### src/rtl/event_irq_arbiter.sv
// Round-robin arbiter that shares one core interrupt line between NUM_SRC service units,
// with a request/ack/done handshake and an optional service timeout.
module event_irq_arbiter #(
  parameter int NUM_SRC   = 4,
  parameter int ID_WIDTH  = $clog2(NUM_SRC),
  parameter int TIMEOUT   = 1024,
  parameter int CNT_WIDTH = 16
) (
  input  logic                HCLK,
  input  logic                HRESET,
  input  logic [NUM_SRC-1:0]  req_i,
  output logic                irq_o,
  output logic [ID_WIDTH-1:0] irq_id_o,
  input  logic                irq_ack_i,
  input  logic                irq_done_i,
  output logic [NUM_SRC-1:0]  grant_o,
  output logic                busy_o,
  output logic                timeout_o
);

  typedef enum logic [1:0] {IDLE, REQ, SERVE} state_t;

  localparam logic [ID_WIDTH-1:0]  LAST_ID  = ID_WIDTH'(NUM_SRC - 1);
  localparam logic [CNT_WIDTH-1:0] CNT_MAX  = '1;
  localparam logic [CNT_WIDTH-1:0] TMO_LAST = (TIMEOUT == 0) ? '0 : CNT_WIDTH'(TIMEOUT - 1);
  localparam bit                   TMO_EN   = (TIMEOUT != 0);

  state_t               state_q, state_d;
  logic [ID_WIDTH-1:0]  ptr_q, ptr_d;
  logic [CNT_WIDTH-1:0] cnt_q, cnt_d;
  logic                 irq_d, busy_d, tmo_d;
  logic [ID_WIDTH-1:0]  id_d;
  logic [NUM_SRC-1:0]   grant_d;
  logic                 win_vld;
  logic [ID_WIDTH-1:0]  win_id;

  // First set request searching upward from ptr, wrapping at NUM_SRC-1; MSB flags a hit.
  function automatic logic [ID_WIDTH:0] rr_pick(input logic [NUM_SRC-1:0]  req,
                                                input logic [ID_WIDTH-1:0] ptr);
    logic                found;
    logic [ID_WIDTH-1:0] id;
    int                  idx;
    found = 1'b0;
    id    = ptr;
    for (int i = 0; i < NUM_SRC; i++) begin
      idx = int'(ptr) + i;
      if (idx >= NUM_SRC) idx = idx - NUM_SRC;
      if (!found && req[ID_WIDTH'(idx)]) begin
        found = 1'b1;
        id    = ID_WIDTH'(idx);
      end
    end
    return {found, id};
  endfunction

  function automatic logic [ID_WIDTH-1:0] next_id(input logic [ID_WIDTH-1:0] id);
    return (id == LAST_ID) ? '0 : id + 1'b1;
  endfunction

  function automatic logic [CNT_WIDTH-1:0] sat_inc(input logic [CNT_WIDTH-1:0] v);
    return (v == CNT_MAX) ? v : v + 1'b1;
  endfunction

  // next-state and output decode
  always_comb begin
    state_d = state_q;
    ptr_d   = ptr_q;
    cnt_d   = cnt_q;
    irq_d   = irq_o;
    id_d    = irq_id_o;
    busy_d  = busy_o;
    grant_d = '0;
    tmo_d   = 1'b0;
    {win_vld, win_id} = rr_pick(req_i, ptr_q);
    unique case (state_q)
      IDLE: begin
        if (win_vld) begin
          id_d    = win_id;
          irq_d   = 1'b1;
          state_d = REQ;
        end
      end
      REQ: begin
        // Ack beats a simultaneous withdraw; other sources never preempt.
        if (irq_ack_i) begin
          irq_d   = 1'b0;
          grant_d = NUM_SRC'(1) << irq_id_o;
          busy_d  = 1'b1;
          cnt_d   = '0;
          state_d = SERVE;
        end else if (!req_i[irq_id_o]) begin
          irq_d   = 1'b0;
          state_d = IDLE;
        end
      end
      SERVE: begin
        cnt_d = sat_inc(cnt_q);
        if (irq_done_i) begin
          busy_d  = 1'b0;
          ptr_d   = next_id(irq_id_o);
          state_d = IDLE;
        end else if (TMO_EN && (cnt_q == TMO_LAST)) begin
          tmo_d   = 1'b1;
          busy_d  = 1'b0;
          ptr_d   = next_id(irq_id_o);
          state_d = IDLE;
        end
      end
      default: state_d = IDLE;
    endcase
  end

  // state and output registers
  always_ff @(posedge HCLK or posedge HRESET) begin
    if (HRESET) begin
      state_q   <= IDLE;
      ptr_q     <= '0;
      cnt_q     <= '0;
      irq_o     <= 1'b0;
      irq_id_o  <= '0;
      grant_o   <= '0;
      busy_o    <= 1'b0;
      timeout_o <= 1'b0;
    end else begin
      state_q   <= state_d;
      ptr_q     <= ptr_d;
      cnt_q     <= cnt_d;
      irq_o     <= irq_d;
      irq_id_o  <= id_d;
      grant_o   <= grant_d;
      busy_o    <= busy_d;
      timeout_o <= tmo_d;
    end
  end

  a_grant_onehot: assert property (@(posedge HCLK) disable iff (HRESET) $onehot0(grant_o));
  a_irq_busy_excl: assert property (@(posedge HCLK) disable iff (HRESET) !(irq_o && busy_o));
  a_id_stable: assert property (@(posedge HCLK) disable iff (HRESET)
                                (irq_o && $past(irq_o)) |-> $stable(irq_id_o));

endmodule

### config.mk
export PLATFORM = sky130hd
export DESIGN_NAME = event_irq_arbiter
export DESIGN_NICKNAME = d
export VERILOG_FILES = /design/src/rtl/event_irq_arbiter.sv
export SDC_FILE = /design/constraint.sdc
export NUM_CORES = 1
export LEC_CHECK = 0
export CAP_MARGIN = 10
export CORE_MARGIN = 1.5
export CORE_UTILIZATION = 59
export CTS_CLUSTER_SIZE = 14
export DETAILED_ROUTE_END_ITERATION = 7
export DONT_BUFFER_PORTS = 1
export PLACE_DENSITY = 0.75
export SYNTH_ARGS = -nofsm -noshare
export SYNTH_HDL_FRONTEND = slang
export SYNTH_SLANG_ARGS = --single-unit
### constraint.sdc
create_clock -name HCLK -period 5.9 [get_ports HCLK]
set_clock_uncertainty 0.2 [all_clocks]
set_input_delay 1.475 -clock HCLK [delete_from_list [all_inputs] [get_ports HCLK]]
set_output_delay 1.475 -clock HCLK [all_outputs]
set_load 0.005 [all_outputs]
==> results of run 1 <==
## placed cells by master, fill, tap and decap left out, types with 2 or more instances in the layout
cell type | Yosys | routed
dfrtp_1 | 29 | 29
nand4_1 | 2 | 2
o41ai_1 | 2 | 2
o31ai_1 | 6 | 6
clkbuf_8 | 1 | 2
nand2_1 | 18 | 18
and3_1 | 5 | 5
nor2b_1 | 4 | 4
nand2b_1 | 8 | 8
nor2_1 | 7 | 7
or3_1 | 2 | 2
clkbuf_4 | 0 | 5
mux2_2 | 2 | 2
inv_1 | 7 | 7
o21ai_0 | 4 | 4
a21oi_1 | 5 | 5
or4_1 | 5 | 5
nand4_2 | 3 | 3
nand3_1 | 4 | 4
nor4b_1 | 3 | 3
nor3_1 | 5 | 5
mux2i_1 | 10 | 10
nor3b_1 | 4 | 4
ha_1 | 5 | 5
nor4_1 | 2 | 2
## report_power, final
group	switching, uW	internal (uW)
combinational	87.0	69.2
sequential	46.2	237
clock	68.1	69.0
total	201	375
## logic make-up after synthesis
logic type / share of synthesized area (%)
AND/OR/NAND/NOR: 29.8
flip-flops: 44.5
AO/OA/AOI/OAI: 9.59
multiplexers: 8.90
buffers and inverters: 3.45
adder cells (fa/ha/maj): 3.83
## sequential cells by signal, summed over array words and instances, names as in the netlist
register / count
irq_id_o: 2
irq_o: 1
busy_o: 1
ptr_q: 2
timeout_o: 1
state_q: 2
cnt_q: 16
grant_o: 4
## metrics by stage
step	hold WS (ns)	power (uW)
CTS	0.336	580
finish	0.335	577
detailed placement	0.325	441
global route	0.368	623
global placement	0.306	430
floorplan	0.278	408
## worst register-to-register path: stages, from the launching register on
cell     delay, ns
dfrtp_1       0.41
ha_1          0.22
nand4_2       0.18
or3_4         0.44
or4_1         0.48
o211a_1       0.14
## worst max path at each step
stage | from | endpoint | slack (ns) | cells past startpoint
2_1_floorplan | req_i[3] | irq_o$_DFFE_PP0P_ | 3.50 | 3
3_3_place_gp | HRESET | cnt_q[12]$_DFFE_PP0P_ | 3.36 | 1
3_5_place_dp | HRESET | cnt_q[11]$_DFFE_PP0P_ | 3.30 | 1
4_1_cts | irq_id_o[0]$_DFFE_PP0P_ | irq_id_o[0] | 3.37 | 0
5_1_grt | irq_id_o[0]$_DFFE_PP0P_ | irq_id_o[0] | 3.34 | 0
6_report | irq_id_o[0]$_DFFE_PP0P_ | irq_id_o[0] | 3.39 | 0
## cell type report
| cell class | instances | share of cell area (%) |
|---|---|---|
| Inverter | 7 | 1.51 |
| Clock inverter | 1 | 0.287 |
| Clock buffer | 7 | 3.73 |
| Multi-Input combinational cell | 121 | 48.7 |
| Timing Repair Buffer | 2 | 2.01 |
| Sequential cell | 29 | 41.6 |
| Tap cell | 30 | 2.15 |
## layer usage
metal	routed length (um)	GRT usage, %	up-vias	share of wire (%)
li1	-	-	601	-
met1	1510	31.3	617	49
met2	1430	36.1	25	46
met3	125	8.14	3	4.0
met4	25	4.53	0	0.81
met5	0	0	-	0
==> reports/metrics.cfg, run 1 <==
[grt]
grt_pass1_wl_um=5700
grt_max_degree=30
globalRouteTotalUtil_pct=23.1
grt_pass1_vias=1252
antenna_found_initial=0
grt_overflow_total=0

[cts]
root_buffer=clkbuf_4
hold_buffers=0
worstSkewPairLatency_ns=0.33
cts_setup_buffers=0
clock_sinks=29
clockBufferDepth=2
path_clk_slew_ns=0.09
h-tree-depth=2
post_cts_resized=0
cts_made_buffers=5
tritoncts=yes

[final_layout]
finish.utilization_pct=68.5
n_fill_cell=219
instances_no_fill=197
n_antenna_cell=0
area_growth_pct=6.90
drive_above_1_share_pct=13.2
final_nets=179
design_area_sq_um=1740
ff_latch_area_sq_um=726
multiInputGateArea_sq_um=850

[placed_design]
portBuffers=0
place_ws_ns=3.30
dpl.cell_count=188
place_area_sq_um=1650
gp_congestion=0.804
place_hpwl_um=2190

[timing]
worst_pin_slew_ns=0.605
slew_headroom_pct=59.5
setup_viol=0
layout_min_cycle_time_ns=2.51
drv_slew=0
rsz0062_at_grt=false
tns_ns=0
hold_viol=0
period_share_pct=42.5
fin_ws_ns=3.39
timing.fmax_ghz=0.399

[yosys]
synth_ff_type=dfrtp_1
syn-mean-instance-area_sq_um=10.2
yosysUniqueCellTypes=41
yosysSeqAreaShare_pct=44.5
synth_seq_cells=29
synth_most_common_cell=dfrtp_1
synth.top_cell.area_share_pct=44.5
syn_inst=160
synthesis.area_sq_um=1630
synth_common_cells=dfrtp_1, nand2_1, mux2i_1
async_flop_share_pct=100
synth_nets=173
synth_top_cell_by_area=dfrtp_1
yosys_warnings=0
synth_edf_count=0
yosys-top-cells-area=dfrtp_1, mux2i_1, nand2_1, ha_1, nand2b_1

[setup_path]
cp_max_fo=7
cp.required_ns=4.22
r2r-start=cnt_q[0]$_DFFE_PP0P_
critPathKind=reg2out
r2r_cells=5
timing.reg2reg.setup_slack_ns=3.72
end_kind=output pin
r2r-end=cnt_q[12]$_DFFE_PP0P_
crit_arrival_ns=0.83
crit_path_start_kind=register

[outcome]
status=complete, no violations

[power_and_ir_drop]
powerDensity_nw_per_um2=331
ir_worst_vdd_mv=0.280
p_leak_uw=0.000777

[detailed_routing]
route.vias.total=1246
ant_nets=0
drc=0
wl_um=3090
drtPass1Iterations=4
routed_via_density=6.32
drt-initial-drc-count=45
routedWlPerCell_um=15.7

[die]
die_y_um=55.6
die-area_sq_um=3090
rows=18
ios=17
die_x_um=55.6
core-area_sq_um=2540
start_util_pct=64.1

[hold_path]
hold_end=cnt_q[6]$_DFFE_PP0P_
hold_path.startpoint=cnt_q[6]$_DFFE_PP0P_
hold_path.class=reg2reg
min_path_cells=1

[job]
maxCapViolations=0

Note: power is estimated with default switching activity, not from simulation.
==> inputs of run 2 (changes only) <==
ABC_AREA = 1   (was not set)
clock period = 2.47 ns   (was 5.9 ns; I/O delays follow)
==> run 2 against run 1 <==
  * Worst setup slack lost 3.0 ns
  * Synthesized area grew 20%
  * First-iteration DRC count rose to 2.9 times the previous value
  * Register-to-register slack got worse by 3.3 ns
  * Critical endpoint is now cnt_q[13]$_DFFE_PP0P_
  * Highest routed layer unchanged
==> reports/metrics.cfg, run 2 <==
[outcome]
status=complete, no violations

[detailed_routing]
wl_um=4060  ; +31%
ant_nets=0  ; unchanged
route.vias.total=1735  ; +39%
drt-initial-drc-count=132  ; +190%
routedWlPerCell_um=12.7  ; -19%
drc=0  ; unchanged
routed_via_density=5.42  ; -14%
drtPass1Iterations=4  ; unchanged

[yosys]
synth_nets=284  ; +64%
synth_edf_count=0  ; unchanged
async_flop_share_pct=100  ; unchanged
synth_top_cell_by_area=dfrtp_1
synth_common_cells=nand2_1, dfrtp_1, inv_1
synth.top_cell.area_share_pct=37.2  ; -7.3 points
yosysUniqueCellTypes=26  ; -37%
syn-mean-instance-area_sq_um=7.20  ; -29%
yosysSeqAreaShare_pct=37.2  ; -7.3 points
yosys_warnings=0  ; unchanged
synth_most_common_cell=nand2_1
yosys-top-cells-area=dfrtp_1, nand2_1, nand3_1, inv_1, xor2_1
syn_inst=271  ; +69%
synth_seq_cells=29  ; unchanged
synthesis.area_sq_um=1950  ; +20%
synth_ff_type=dfrtp_1

[setup_path]
path_depth=11  ; +11
crit_arrival_ns=2.14  ; +1.31 ns
cp_slowest_stage_delay_ns=0.45
r2r-end=cnt_q[13]$_DFFE_PP0P_
path_delay_family=simple AND/OR/NAND/NOR gates
r2r_cells=11  ; +6
crit_chain=ha_1 > nand2_1 > nor2_4 > nand2_2 > nor2_2 > nand3_2 > nand2_4 > nand2_4 > inv_2 > nand2_1 > o21ai_1
crit_path_start_kind=register
timing.reg2reg.setup_slack_ns=0.41  ; -3.31 ns
critPathKind=reg2reg
cp_max_fo=15  ; +8
end_kind=register
cp.required_ns=2.54  ; -1.68 ns
path_buf_inv=1
cp_slowest_cell=dfrtp_1
r2r-start=cnt_q[0]$_DFFE_PP0P_

[grt]
grt_overflow_total=0  ; unchanged
antenna_found_initial=0  ; unchanged
grt_pass1_vias=1535  ; +23%
globalRouteTotalUtil_pct=25.4  ; +2.3 points
grt_pass1_wl_um=6760  ; +19%
grt_max_degree=25  ; -17%

[hold_path]
min_path_cells=1  ; unchanged
hold_path.class=in2reg
hold_end=timeout_o$_DFF_PP0_
hold_path.startpoint=irq_done_i

[die]
die-area_sq_um=3660  ; +18%
rows=20  ; +2
core-area_sq_um=3100  ; +22%
start_util_pct=62.9  ; -1.2 points
ios=17  ; unchanged
die_x_um=60.5  ; +8.8%
die_y_um=60.5  ; +8.8%

[cts]
post_cts_resized=0  ; unchanged
clock_sinks=29  ; unchanged
root_buffer=clkbuf_4
clockBufferDepth=2  ; unchanged
cts_setup_buffers=0  ; unchanged
tritoncts=yes
h-tree-depth=2  ; unchanged
cts_made_buffers=5  ; unchanged
path_clk_slew_ns=0.09  ; about the same
worstSkewPairLatency_ns=0.34  ; about the same

[timing]
setup_viol=0  ; unchanged
period_share_pct=83.6
worst_pin_slew_ns=0.509  ; -0.0960 ns
slew_headroom_pct=65.8  ; +6.2 points
timing.fmax_ghz=0.484
rsz0062_at_grt=false
layout_min_cycle_time_ns=2.06
tns_ns=0  ; unchanged
whs_ns=0.140  ; -0.194 ns
hold_viol=0  ; unchanged
drv_slew=0  ; unchanged

[power_and_ir_drop]
powerDensity_nw_per_um2=917  ; +180%
switching_share_pct=47.7  ; +13 points
p_leak_uw=0.000984  ; +27%
ir_worst_vdd_mv=0.464  ; +66%
switching_power_uw=898  ; +350%
pwr-share-seq_pct=36.8  ; -12 points
clkPwrFrac_pct=18.1  ; -5.7 points
power_frac_comb_pct=45.1  ; +18 points
p_int_uw=986  ; +160%
total_power_uw=1880  ; +230%

[job]
maxCapViolations=0  ; unchanged

[final_layout]
final_cell_mix=nand2_1, dfrtp_1, inv_1
final_common_cell=nand2_1
drive_above_1_share_pct=13.8  ; +0.59 points
instances_no_fill=320  ; +62%
largest_register_ffs=16  ; unchanged
largest_register=cnt_q
final_nets=288  ; +61%
area_growth_pct=5.32
reg_top3=cnt_q: 16 flops, grant_o: 4 flops
n_antenna_cell=0  ; unchanged

[placed_design]
portBuffers=0  ; unchanged
dpl.cell_count=311  ; +65%
gp_congestion=0.924  ; +15%
place_hpwl_um=3040  ; +39%

[run 2: cell types whose count changed after synthesis, sizes merged, moves of 6 or more]
cell,previous run,this run
nand2,18,97
inv,7,35
nand3,4,27
nor2,7,22
mux2i,10,0
o21ai,4,14
xor2,0,9
nand2b,8,0
nor3,5,12
o31ai,6,0
[run 2: cell type report]
type | instances | area (sq um)
multi-input combinational | 202 | 1050
fill | 295 | 1050
sequential | 29 | 726
inverter | 35 | 131
clock buffer | 7 | 65.1
tap | 44 | 55.1
timing repair buffer | 2 | 17.5
clock inverter | 1 | 5.00
[run 2: layer usage]
metal / up-vias / track usage (%) / routed length (um) / part of all wire [%]
met3: 16 / 6.18 / 182 / 4.5
met4: 0 / 11.5 / 128 / 3.2
met1: 785 / 30.6 / 1790 / 44
met5: - / 0 / 0 / 0
li1: 879 / - / - / -
met2: 55 / 43.0 / 1970 / 48
[run 2: power groups by stage]
stage                     registers (uW)  logic, uW  clock network, uW
final                                694        850                340
after global routing                 705        971                372
after detailed placement             704        848                  0
after floorplan                      642        777                  0
after CTS                            693        852                353
after global placement               700        840                  0
[run 2: kinds of logic (layout without fill, tap and decap cells)]
| group | after synthesis | after routing | share of synthesized area (%) |
|---|---|---|---|
| AND/OR/NAND/NOR | 165 | 165 | 38.0 |
| buffers and inverters | 40 | 45 | 8.72 |
| flip-flops | 29 | 29 | 37.2 |
| AO/OA/AOI/OAI | 22 | 22 | 8.34 |
| XOR/XNOR | 10 | 10 | 4.49 |
| adder cells (fa/ha/maj) | 5 | 5 | 3.21 |
[run 2: worst max-delay path by stage]
stage | startpoint | end | slack, ns
after global placement | cnt_q[0]$_DFFE_PP0P_ | cnt_q[15]$_DFFE_PP0P_ | 0.44
after detailed placement | cnt_q[0]$_DFFE_PP0P_ | cnt_q[8]$_DFFE_PP0P_ | 0.43
after global routing | cnt_q[0]$_DFFE_PP0P_ | cnt_q[13]$_DFFE_PP0P_ | 0.21
after CTS | cnt_q[0]$_DFFE_PP0P_ | cnt_q[0]$_DFFE_PP0P_ | 0.41
final | cnt_q[0]$_DFFE_PP0P_ | cnt_q[13]$_DFFE_PP0P_ | 0.41
after floorplan | cnt_q[0]$_DFFE_PP0P_ | cnt_q[5]$_DFFE_PP0P_ | 0.69
[run 2: repair_timing]
action                     CTS  global route
hold endpoints to repair     5             0
setup endpoints to repair    0             0
hold buffers                 1             0
[run 2: metrics by stage]
| stage | cell area, sq um | worst slack (ns) | util, % |
|---|---|---|---|
| after detailed placement | 1970 | 0.428 | 63.6 |
| final | 2050 | 0.405 | 66.2 |
| after CTS | 2050 | 0.410 | 66.2 |
| after global placement | 1970 | 0.444 | 63.6 |
| after floorplan | 1950 | 0.691 | - |
| after global routing | 2050 | 0.210 | 66.2 |
